===== config.mk =====
export PLATFORM = sky130hd
export DESIGN_NAME = reflet_boot_rom_ctrl
export DESIGN_NICKNAME = d
export VERILOG_FILES = /design/src/rtl/reflet_boot_rom_pkg.sv /design/src/rtl/reflet_rr_arb2.sv /design/src/rtl/reflet_boot_rom_ctrl.sv
export SDC_FILE = /design/constraint.sdc
export NUM_CORES = 1
export LEC_CHECK = 0
export ABC_AREA = 1
export CAP_MARGIN = 0
export CORE_ASPECT_RATIO = 1.5
export CORE_MARGIN = 2
export CORE_UTILIZATION = 37
export DETAILED_ROUTE_END_ITERATION = 7
export PLACE_DENSITY = 0.76
export SLEW_MARGIN = 40
export SYNTH_ARGS = -nofsm -noshare
export SYNTH_HDL_FRONTEND = slang
export SYNTH_SLANG_ARGS = --single-unit

===== constraint.sdc =====
create_clock -name clk -period 1.3 [get_ports clk]
set_clock_uncertainty 0.15 [all_clocks]
set_input_delay 0.195 -clock clk [delete_from_list [all_inputs] [get_ports clk]]
set_output_delay 0.195 -clock clk [all_outputs]
set_load 0.02 [all_outputs]

===== src/rtl/reflet_boot_rom_pkg.sv =====
// Shared types and constants for the Reflet bootloader ROM sequencer/arbiter.
package reflet_boot_rom_pkg;

    typedef enum logic [1:0] {
        IDLE,
        ADDR,
        DATA
    } state_t;

    localparam logic REQ_CPU = 1'b0;
    localparam logic REQ_DBG = 1'b1;

    localparam logic [15:0] DEF_ROM_BASE = 16'h7E00;
    localparam int unsigned DEF_ROM_SIZE = 512;

    localparam int unsigned BUS_AW = 16;
    localparam int unsigned ROM_AW = 15;

    // True when addr falls inside the aligned window selected by mask.
    function automatic logic in_window(input logic [BUS_AW-1:0] addr,
                                       input logic [BUS_AW-1:0] base,
                                       input logic [BUS_AW-1:0] mask);
        return ((addr ^ base) & mask) == '0;
    endfunction

endpackage


===== src/rtl/reflet_rr_arb2.sv =====
// Two-way round-robin arbiter; the pointer remembers the last requester served.
module reflet_rr_arb2
    import reflet_boot_rom_pkg::*;
(
    input  logic       clk,
    input  logic       reset,
    input  logic       enable,
    input  logic [1:0] req,
    output logic [1:0] gnt
);

    logic last;

    always_comb begin
        gnt = '0;
        if (enable) begin
            if (req == 2'b11) begin
                if (last == REQ_CPU)
                    gnt[REQ_DBG] = 1'b1;
                else
                    gnt[REQ_CPU] = 1'b1;
            end else begin
                gnt = req;
            end
        end
    end

    // Resetting to "CPU served last" lets the debugger win the first tie.
    always_ff @(posedge clk or posedge reset) begin
        if (reset)
            last <= REQ_CPU;
        else if (gnt[REQ_CPU])
            last <= REQ_CPU;
        else if (gnt[REQ_DBG])
            last <= REQ_DBG;
    end

endmodule


===== src/rtl/reflet_boot_rom_ctrl.sv =====
// Bootloader ROM sequencer: shares the ROM's synchronous read port between the
// CPU and debug ports and closes the CPU's ROM window once boot has exited.
module reflet_boot_rom_ctrl
    import reflet_boot_rom_pkg::*;
#(
    parameter logic [15:0] ROM_BASE = DEF_ROM_BASE,
    parameter int unsigned ROM_SIZE = DEF_ROM_SIZE
) (
    input  logic        clk,
    input  logic        reset,
    input  logic        cpu_req,
    input  logic [15:0] cpu_addr,
    output logic        cpu_gnt,
    output logic        cpu_rvalid,
    output logic [7:0]  cpu_rdata,
    input  logic        dbg_req,
    input  logic [15:0] dbg_addr,
    output logic        dbg_gnt,
    output logic        dbg_rvalid,
    output logic [7:0]  dbg_rdata,
    input  logic        boot_exit,
    output logic        boot_active,
    output logic [14:0] rom_addr,
    output logic        rom_enable,
    input  logic [7:0]  rom_data
);

    localparam logic [BUS_AW-1:0] WIN_MASK = ~BUS_AW'(ROM_SIZE - 1);

    state_t      state;
    state_t      state_next;
    logic [1:0]  req;
    logic [1:0]  gnt;
    logic        arb_en;
    logic        capture;
    logic        gnt_any;
    logic        req_id;
    logic        hit_q;
    logic [15:0] sel_addr;
    logic        sel_hit;

    assign req     = {dbg_req, cpu_req};
    assign cpu_gnt = gnt[REQ_CPU];
    assign dbg_gnt = gnt[REQ_DBG];
    assign gnt_any = |gnt;

    reflet_rr_arb2 u_arb (
        .clk    (clk),
        .reset  (reset),
        .enable (arb_en),
        .req    (req),
        .gnt    (gnt)
    );

    assign sel_addr = gnt[REQ_DBG] ? dbg_addr : cpu_addr;
    assign sel_hit  = in_window(sel_addr, ROM_BASE, WIN_MASK)
                      && (gnt[REQ_DBG] || boot_active);

    always_ff @(posedge clk or posedge reset) begin
        if (reset)
            state <= IDLE;
        else
            state <= state_next;
    end

    always_comb begin
        state_next = state;
        case (state)
            IDLE:    if (gnt_any) state_next = ADDR;
            ADDR:    state_next = DATA;
            DATA:    state_next = IDLE;
            default: state_next = IDLE;
        endcase
    end

    // Grants are masked during reset so both gnt outputs read 0 while it is held.
    always_comb begin
        arb_en  = 1'b0;
        capture = 1'b0;
        case (state)
            IDLE:    arb_en  = ~reset;
            DATA:    capture = 1'b1;
            default: ;
        endcase
    end

    always_ff @(posedge clk or posedge reset) begin
        if (reset) begin
            req_id      <= REQ_CPU;
            hit_q       <= 1'b0;
            rom_addr    <= '0;
            rom_enable  <= 1'b0;
            cpu_rvalid  <= 1'b0;
            cpu_rdata   <= '0;
            dbg_rvalid  <= 1'b0;
            dbg_rdata   <= '0;
            boot_active <= 1'b1;
        end else begin
            cpu_rvalid <= 1'b0;
            dbg_rvalid <= 1'b0;
            if (boot_exit)
                boot_active <= 1'b0;
            if (gnt_any) begin
                req_id     <= gnt[REQ_DBG];
                rom_addr   <= sel_addr[ROM_AW-1:0];
                hit_q      <= sel_hit;
                rom_enable <= sel_hit;
            end else if (capture) begin
                rom_enable <= 1'b0;
            end
            if (capture) begin
                if (req_id == REQ_DBG) begin
                    dbg_rvalid <= 1'b1;
                    dbg_rdata  <= hit_q ? rom_data : 8'h00;
                end else begin
                    cpu_rvalid <= 1'b1;
                    cpu_rdata  <= hit_q ? rom_data : 8'h00;
                end
            end
        end
    end

endmodule


==> results of run 1 <==
==> worst max-delay path: stages <==
cell and delay (ns):
clkdlybuf4s50_1 0.49, inv_1 0.08, a21oi_4 0.16, buf_4 0.22
nand3_2 0.12, nand2_2 0.08, nand2_1 0.05, nor2_1 0.10
nand2_1 0.10, nand2_1 0.08
==> state kept, by name, summed over array words and instances, names as in the netlist <==
name,count
rom_addr,15
cpu_rdata,8
dbg_rdata,8
cpu_rvalid,1
hit_q,1
u_arb.last,1
boot_active,1
dbg_rvalid,1
req_id,1
rom_enable,1
state,2
==> area by class of cell <==
| class | instances | area share [%] |
|---|---|---|
| Inverter | 12 | 2.11 |
| Clock inverter | 2 | 1.14 |
| Timing Repair inverter | 2 | 0.407 |
| Multi-Input combinational cell | 137 | 26.9 |
| Timing Repair Buffer | 108 | 31.9 |
| Clock buffer | 6 | 2.36 |
| Sequential cell | 40 | 32.6 |
| Tap cell | 64 | 2.60 |
==> metrics by stage <==
step / area [sq um] / setup WS (ns)
after floorplan: 1780 / -0.0508
after global placement: 2740 / -0.748
after global routing: 3080 / -0.356
after detailed placement: 2740 / -0.759
final: 3080 / -0.293
after CTS: 3070 / -0.275
==> Yosys cell counts <==
master,n
buf_1,1
nor2_2,1
o21ai_1,14
a21oi_4,1
a21oi_1,1
buf_6,4
or2_2,1
inv_1,6
nand4_1,1
nor2_8,1
nor2_4,1
nand3_1,9
o21ai_0,3
nor2_1,22
nand2_1,62
dfrtp_1,39
inv_2,6
nand2_4,3
nand2_2,1
buf_2,3
a31oi_1,15
dfstp_2,1
==> kinds of logic after synthesis <==
kind of cell / Yosys count
AOI/OAI and AO/OA: 34
buffers and inverters: 20
DFF: 40
and+or+nand+nor: 102
==> power by group through the flow <==
stage	sequential (mW)	combinational (mW)	clock, mW
finish	1.69	1.77	0.994
global route	1.73	1.90	1.05
CTS	1.69	1.79	1.01
detailed placement	1.71	1.67	0
global placement	1.71	1.65	0
floorplan	2.02	0.522	0
==> what timing repair did <==
| item | 4_1_cts | 5_1_grt |
|---|---|---|
| hold endpoints to repair | 0 | 0 |
| buffers inserted | 7 | 2 |
| cloned | 5 | 0 |
| hold buffers | 0 | 0 |
| gates resized for setup | 145 | 62 |
| setup endpoints to repair | 72 | 64 |
| pin swaps | 3 | 7 |
==> metal layers <==
metal | wire length (um) | vias up
li1 | - | 860
met4 | 88 | 0
met3 | 216 | 7
met2 | 3110 | 57
met5 | 0 | -
met1 | 1830 | 837
==> worst min path at each step <==
stage                          from                       end  cells after the start
6_report                      reset      state[1]$_DFFE_PP0P_                      3
5_1_grt                       reset      state[1]$_DFFE_PP0P_                      3
4_1_cts                       reset      state[1]$_DFFE_PP0P_                      3
3_5_place_dp   state[1]$_DFFE_PP0P_      state[1]$_DFFE_PP0P_                      1
2_1_floorplan                 reset  cpu_rdata[0]$_DFFE_PP0P_                      1
3_3_place_gp   state[1]$_DFFE_PP0P_      state[1]$_DFFE_PP0P_                      1
==> out/results.txt, run 1 <==
Worst-case clock buffer depth - 2
Largest family of logic cells by synthesized area - simple AND/OR/NAND/NOR gates
Post-synthesis compound-gate area fraction - 11.4%
RSZ-0062 raised after global routing - yes
Comb pwr share - 39.7%
Clock-pin slew on the worst setup and hold paths - 0.08 ns
Nets - 351
Synth-to-Final Area Change - 74.7%
First-pass GRT wire length - 7750 um
GR Util All Layers - 19.8%
GRT Max-Usage Layer - met2
Kind of critical path - in2reg
Core Footprint - 4540 sq um
Number of global-route vias before repair - 1,720
Worst hold margin - 0.139 ns
Clk_lat worst skew - 0.29 ns
Tcrit/Tclk final - 123%
CTS tree - done
Footprint of the multi-input gates - 828 sq um
Maximum capacitance violations - 0
Yosys top cell area share - 55.4%
Leading area contributor after synthesis - dfrtp_1
Reg2reg end - u_arb.last$_DFFE_PP0P_
VDD IR max - 0.000977 V
Vias - 1,761
Gr ovfl total - 0
Met3 GRT Util - 4.68%
Crit path capture type - flip-flop
Switching power - 1.58 mW
Internal cell power - 2.87 mW
Critical R2R Launch - state[1]$_DFFE_PP0P_
Share of cells above drive strength 1 - 39.7%
Avg Cell Area, Syn - 8.99 sq um
Via density - 4.75
FF/Latch Area - 1000 sq um
Drt wl/cell - 14.1 um
Number of synthesis warnings - 0
Startpoint Class - input port
Grt met1 use - 19.9%
Post-synthesis cell type count - 22
Clock share of power - 22.3%
Part of the power in registers - 38.0%
Worst R2R Setup Slack - -0.28 ns
Setup violators final - 39
Final hold vios - 0
Row count - 30
# IOs - 82
Antenna cells - 0
Overall Power - 4.46 mW
Clk root buf - clkbuf_8
Clk sinks - 40
Final core utilization - 67.8%
Antenna violations before repair - 0
Initial DRC count - 47
Pwr per Cell Area - 1450 nW/um^2
DP Wirelength - 3220 um
Die X - 60.3 um
CP endpoint - hit_q$_DFFE_PP0P_
Sequential fraction of the synthesis area - 56.9%
Die area - 5340 sq um
Minimum clock period - 1.59 ns
HP Class - in2async
Port bufs - 81
Mux share of post-synthesis cell area - 0%
Worst EP arrival - 1.68 ns
TritonCTS Buffers - 5
Mapped cell area - 1760 sq um
Final setup TNS - -8.27 ns
Synth Register Bits - 40
Setup slack after layout - -0.293 ns
Crit path from - dbg_req
Leakage - 1.41 nW
FF-to-FF path depth - 10
Placed Cells - 349
Count of pins over their slew limit - 0
Failing checks - negative setup slack
Switching fraction of total power - 35.6%
Synth Area in Adders - 0%
Post-Layout Cell Count - 371
Critical Path RT - 1.39 ns
Rel. slew slack - 66.1%
DRT antenna net count - 0
Commonest non-fill, non-tap cell in the layout - nand2_1
Fillers - 376
Status - finished, violations left
Largest net degree at the start of global routing - 41
Die Y - 88.5 um
CTS H-Tree Depth - 2
Drt first pass iters - 4
Initial core utilization - 38.8%
Final wirelength - 5250 um
Top post-synthesis cells by area - dfrtp_1, nand2_1, a31oi_1
Post-Synth Simple-Gate Area - 25.6%
Commonest non-fill, non-tap cells in the layout - nand2_1, clkdlybuf4s50_1, dfrtp_1
Grt met2 use - 38.0%
Routability Congestion - 0.739
Synth Area in XOR/XNOR - 0%
DR DRC count - 0
Pin slew with the least headroom to its limit - 0.509 ns
CP max FO - 7
Fmax - 628 MHz
Syn Nets - 241
Cell count after synthesis - 196
(Power assumes the default switching activity.)
==> run 2: changes to the inputs <==
Settings changed: CORE_UTILIZATION 37 to 36, PLACE_DENSITY 0.76 to 0.75, SYNTH_HIERARCHICAL from default to 1.
==> out/results.txt, run 2 <==
First-pass GRT wire length - 8060 um
DRT antenna net count - 0
Synth-to-Final Area Change - 95.3%
Row count - 30
Mux share of post-synthesis cell area - 0%
Maximum capacitance violations - 0
Antenna violations before repair - 0
Post-synth EDFFs - 0
Synth Area in XOR/XNOR - 0%
Routability Congestion - 0.839
Initial core utilization - 37.6%
Top post-synthesis cells by count - nand2_1, dfrtp_1, o21ai_1, inv_1, nor2_1
Top flop regs - rom_addr: 15 flops, cpu_rdata: 8 flops, dbg_rdata: 8 flops
CP max stage delay - 0.39 ns
Setup violators final - 40
# IOs - 82
Number of synthesis warnings - 6
DR DRC count - 0
Mapped cell area - 1710 sq um
Internal cell power - 4.25 mW
GR Util All Layers - 20.7%
Final wirelength - 5670 um
Die area - 5320 sq um
Final setup TNS - -11.50 ns
Clk root buf - clkbuf_8
Pwr per Cell Area - 2230 nW/um^2
Leakage - 1.58 nW
Commonest non-fill, non-tap cells in the layout - nand2_1, clkdlybuf4s50_1, dfrtp_1
Most frequent cell after synthesis - nand2_1
Setup slack after layout - -0.536 ns
Status - finished, violations left
Placement Setup Slack - -0.702 ns
Largest family of logic cells by synthesized area - simple AND/OR/NAND/NOR gates
Via density - 4.67
Drt wl/cell - 14.4 um
Post-Synth Simple-Gate Area - 26.1%
Comb pwr share - 56.6%
Minimum clock period - 1.84 ns
Startpoint Class - flip-flop
Crit path capture type - flip-flop
Clock share of power - 13.3%
CP max FO - 6
Kind of critical path - reg2reg
Clk sinks - 40
Tcrit/Tclk final - 141%
Slowest-stage cell, CP - dfrtp_1
Vias - 1,845
Yosys top cell area share - 57.1%
Synth Register Bits - 40
Share of cells above drive strength 1 - 51.7%
Initial DRC count - 67
Commonest non-fill, non-tap cell in the layout - nand2_1
CTS tree - done
CP dominant cell by count - nand2_1
Worst R2R Setup Slack - -0.54 ns
Cell count after synthesis - 201
Worst hold margin - 0.245 ns
Biggest register - rom_addr
Core Footprint - 4540 sq um
Avg Cell Area, Syn - 8.50 sq um
Switching power - 3.18 mW
DP Wirelength - 3280 um
Leading area contributor after synthesis - dfrtp_1
HP Class - in2reg
Nets - 375
Part of the power in registers - 30.0%
Port bufs - 81
Sequential fraction of the synthesis area - 58.7%
Clock-pin slew on the worst setup and hold paths - 0.07 ns
Die X - 60.2 um
Count of pins over their slew limit - 0
Number of global-route vias before repair - 1,765
Max reg flops - 15
Worst-case clock buffer depth - 2
Critical Path RT - 1.33 ns
VDD IR max - 0.00143 V
Syn Nets - 246
TritonCTS Buffers - 5
Final hold vios - 0
RSZ-0062 raised after global routing - yes
Switching fraction of total power - 42.8%
Post-synthesis cell type count - 18
Die Y - 88.4 um
Failing checks - negative setup slack
Asr flop ratio synth - 100%
Rel. slew slack - 77.8%
Ys flop type - dfrtp_1
Top post-synthesis cells by area - dfrtp_1, nand2_1, o21ai_1
CTS H-Tree Depth - 2
Pin slew with the least headroom to its limit - 0.333 ns
Gr ovfl total - 0
Clk_lat worst skew - 0.29 ns
Fmax - 545 MHz
Antenna cells - 0
Drt first pass iters - 4
CP cell instances - inv_2 -> nand2_4 -> nor2_4 -> nand2_2 -> a21oi_4 -> buf_6 -> buf_4 -> buf_4 -> nand2_1 -> nand2_1 -> nor2_2 -> nand2_1 -> nand2_1
Post-synthesis compound-gate area fraction - 7.69%
Worst EP arrival - 1.86 ns
Largest net degree at the start of global routing - 24
Synth Area in Adders - 0%
## run 2: cell types whose count changed in the layout (fill, tap and decap cells not counted), moves of 7 or more
cell / before / now
nand2_2: 11 / 26
nor2_1: 17 / 3
o21ai_2: 2 / 13
a31oi_1: 15 / 5
o21ai_1: 14 / 5
buf_4: 17 / 24
## run 2: cells by family (layout without fill, tap and decap cells)
family | Yosys count | after routing
compound gates | 25 | 25
flops | 40 | 40
buf+inv | 24 | 150
simple gates | 112 | 116
## run 2: timing repair
action | 4_1_cts | 5_1_grt
pin swaps | 12 | 17
cloned | 6 | 2
setup endpoints to repair | 72 | 68
hold endpoints to repair | 1 | 0
buffers inserted | 12 | 10
hold buffers | 1 | 0
resized for setup | 155 | 101
## run 2: worst paths after layout
path / from / endpoint / depth (start not counted)
hold reg to reg: boot_active$_DFFE_PP1P_ / boot_active$_DFFE_PP1P_ / 2
min in group asynchronous: reset / rom_addr[9]$_DFFE_PP0P_ / 3
setup reg to reg: state[0]$_DFFE_PP0P_ / hit_q$_DFFE_PP0P_ / 13
setup / recovery: state[0]$_DFFE_PP0P_ / hit_q$_DFFE_PP0P_ / 13
max in group asynchronous: reset / u_arb/last$_DFFE_PP0P_ / 3
hold / removal: boot_exit / boot_active$_DFFE_PP1P_ / 2
## run 2: routing by layer
layer / up-vias / routed length, um / track usage, %
li1: 897 / - / -
met1: 882 / 1950 / 21.8
met2: 54 / 3330 / 37.9
met3: 12 / 261 / 5.26
met4: 0 / 124 / 8.28
met5: - / 0 / 0
## run 2: worst max-delay path: cells and delay by family (launching register included)
kind	cells	cell delay, ns
AOI/OAI and AO/OA	1	0.13
buffers and inverters	4	0.48
DFF	1	0.39
and+or+nand+nor	8	0.57
## run 2: metrics by stage
step	util, %	power, mW	instance area, sq um	std cells
floorplan	-	3.68	1740	201
global placement	59.9	5.09	2720	357
detailed placement	59.9	5.15	2720	357
CTS	68.5	6.61	3110	383
global route	73.4	7.87	3340	395
finish	73.4	7.44	3340	395
## run 2: power by group through the flow
stage	logic [mW]	registers [mW]	clock network, mW
2_1_floorplan	1.01	2.67	0
3_3_place_gp	3.00	2.10	0
3_5_place_dp	3.04	2.11	0
4_1_cts	3.45	2.15	1.01
5_1_grt	4.51	2.29	1.07
6_report	4.21	2.23	0.992
## run 2: area by class of cell
type	count	area [sq um]
Inverter	16	83.8
Timing Repair inverter	3	25.0
Timing Repair Buffer	123	1090
Clock inverter	2	35.0
Fill cell	343	1210
Sequential cell	40	1000
Multi-Input combinational cell	141	941
Tap cell	64	80.1
Clock buffer	6	72.6
==> run 3: changes to the inputs <==
Settings changed: SLEW_MARGIN 40 to 5.
==> results of run 3 <==
Final layout, timing and power as in run 2 (identical DEF).
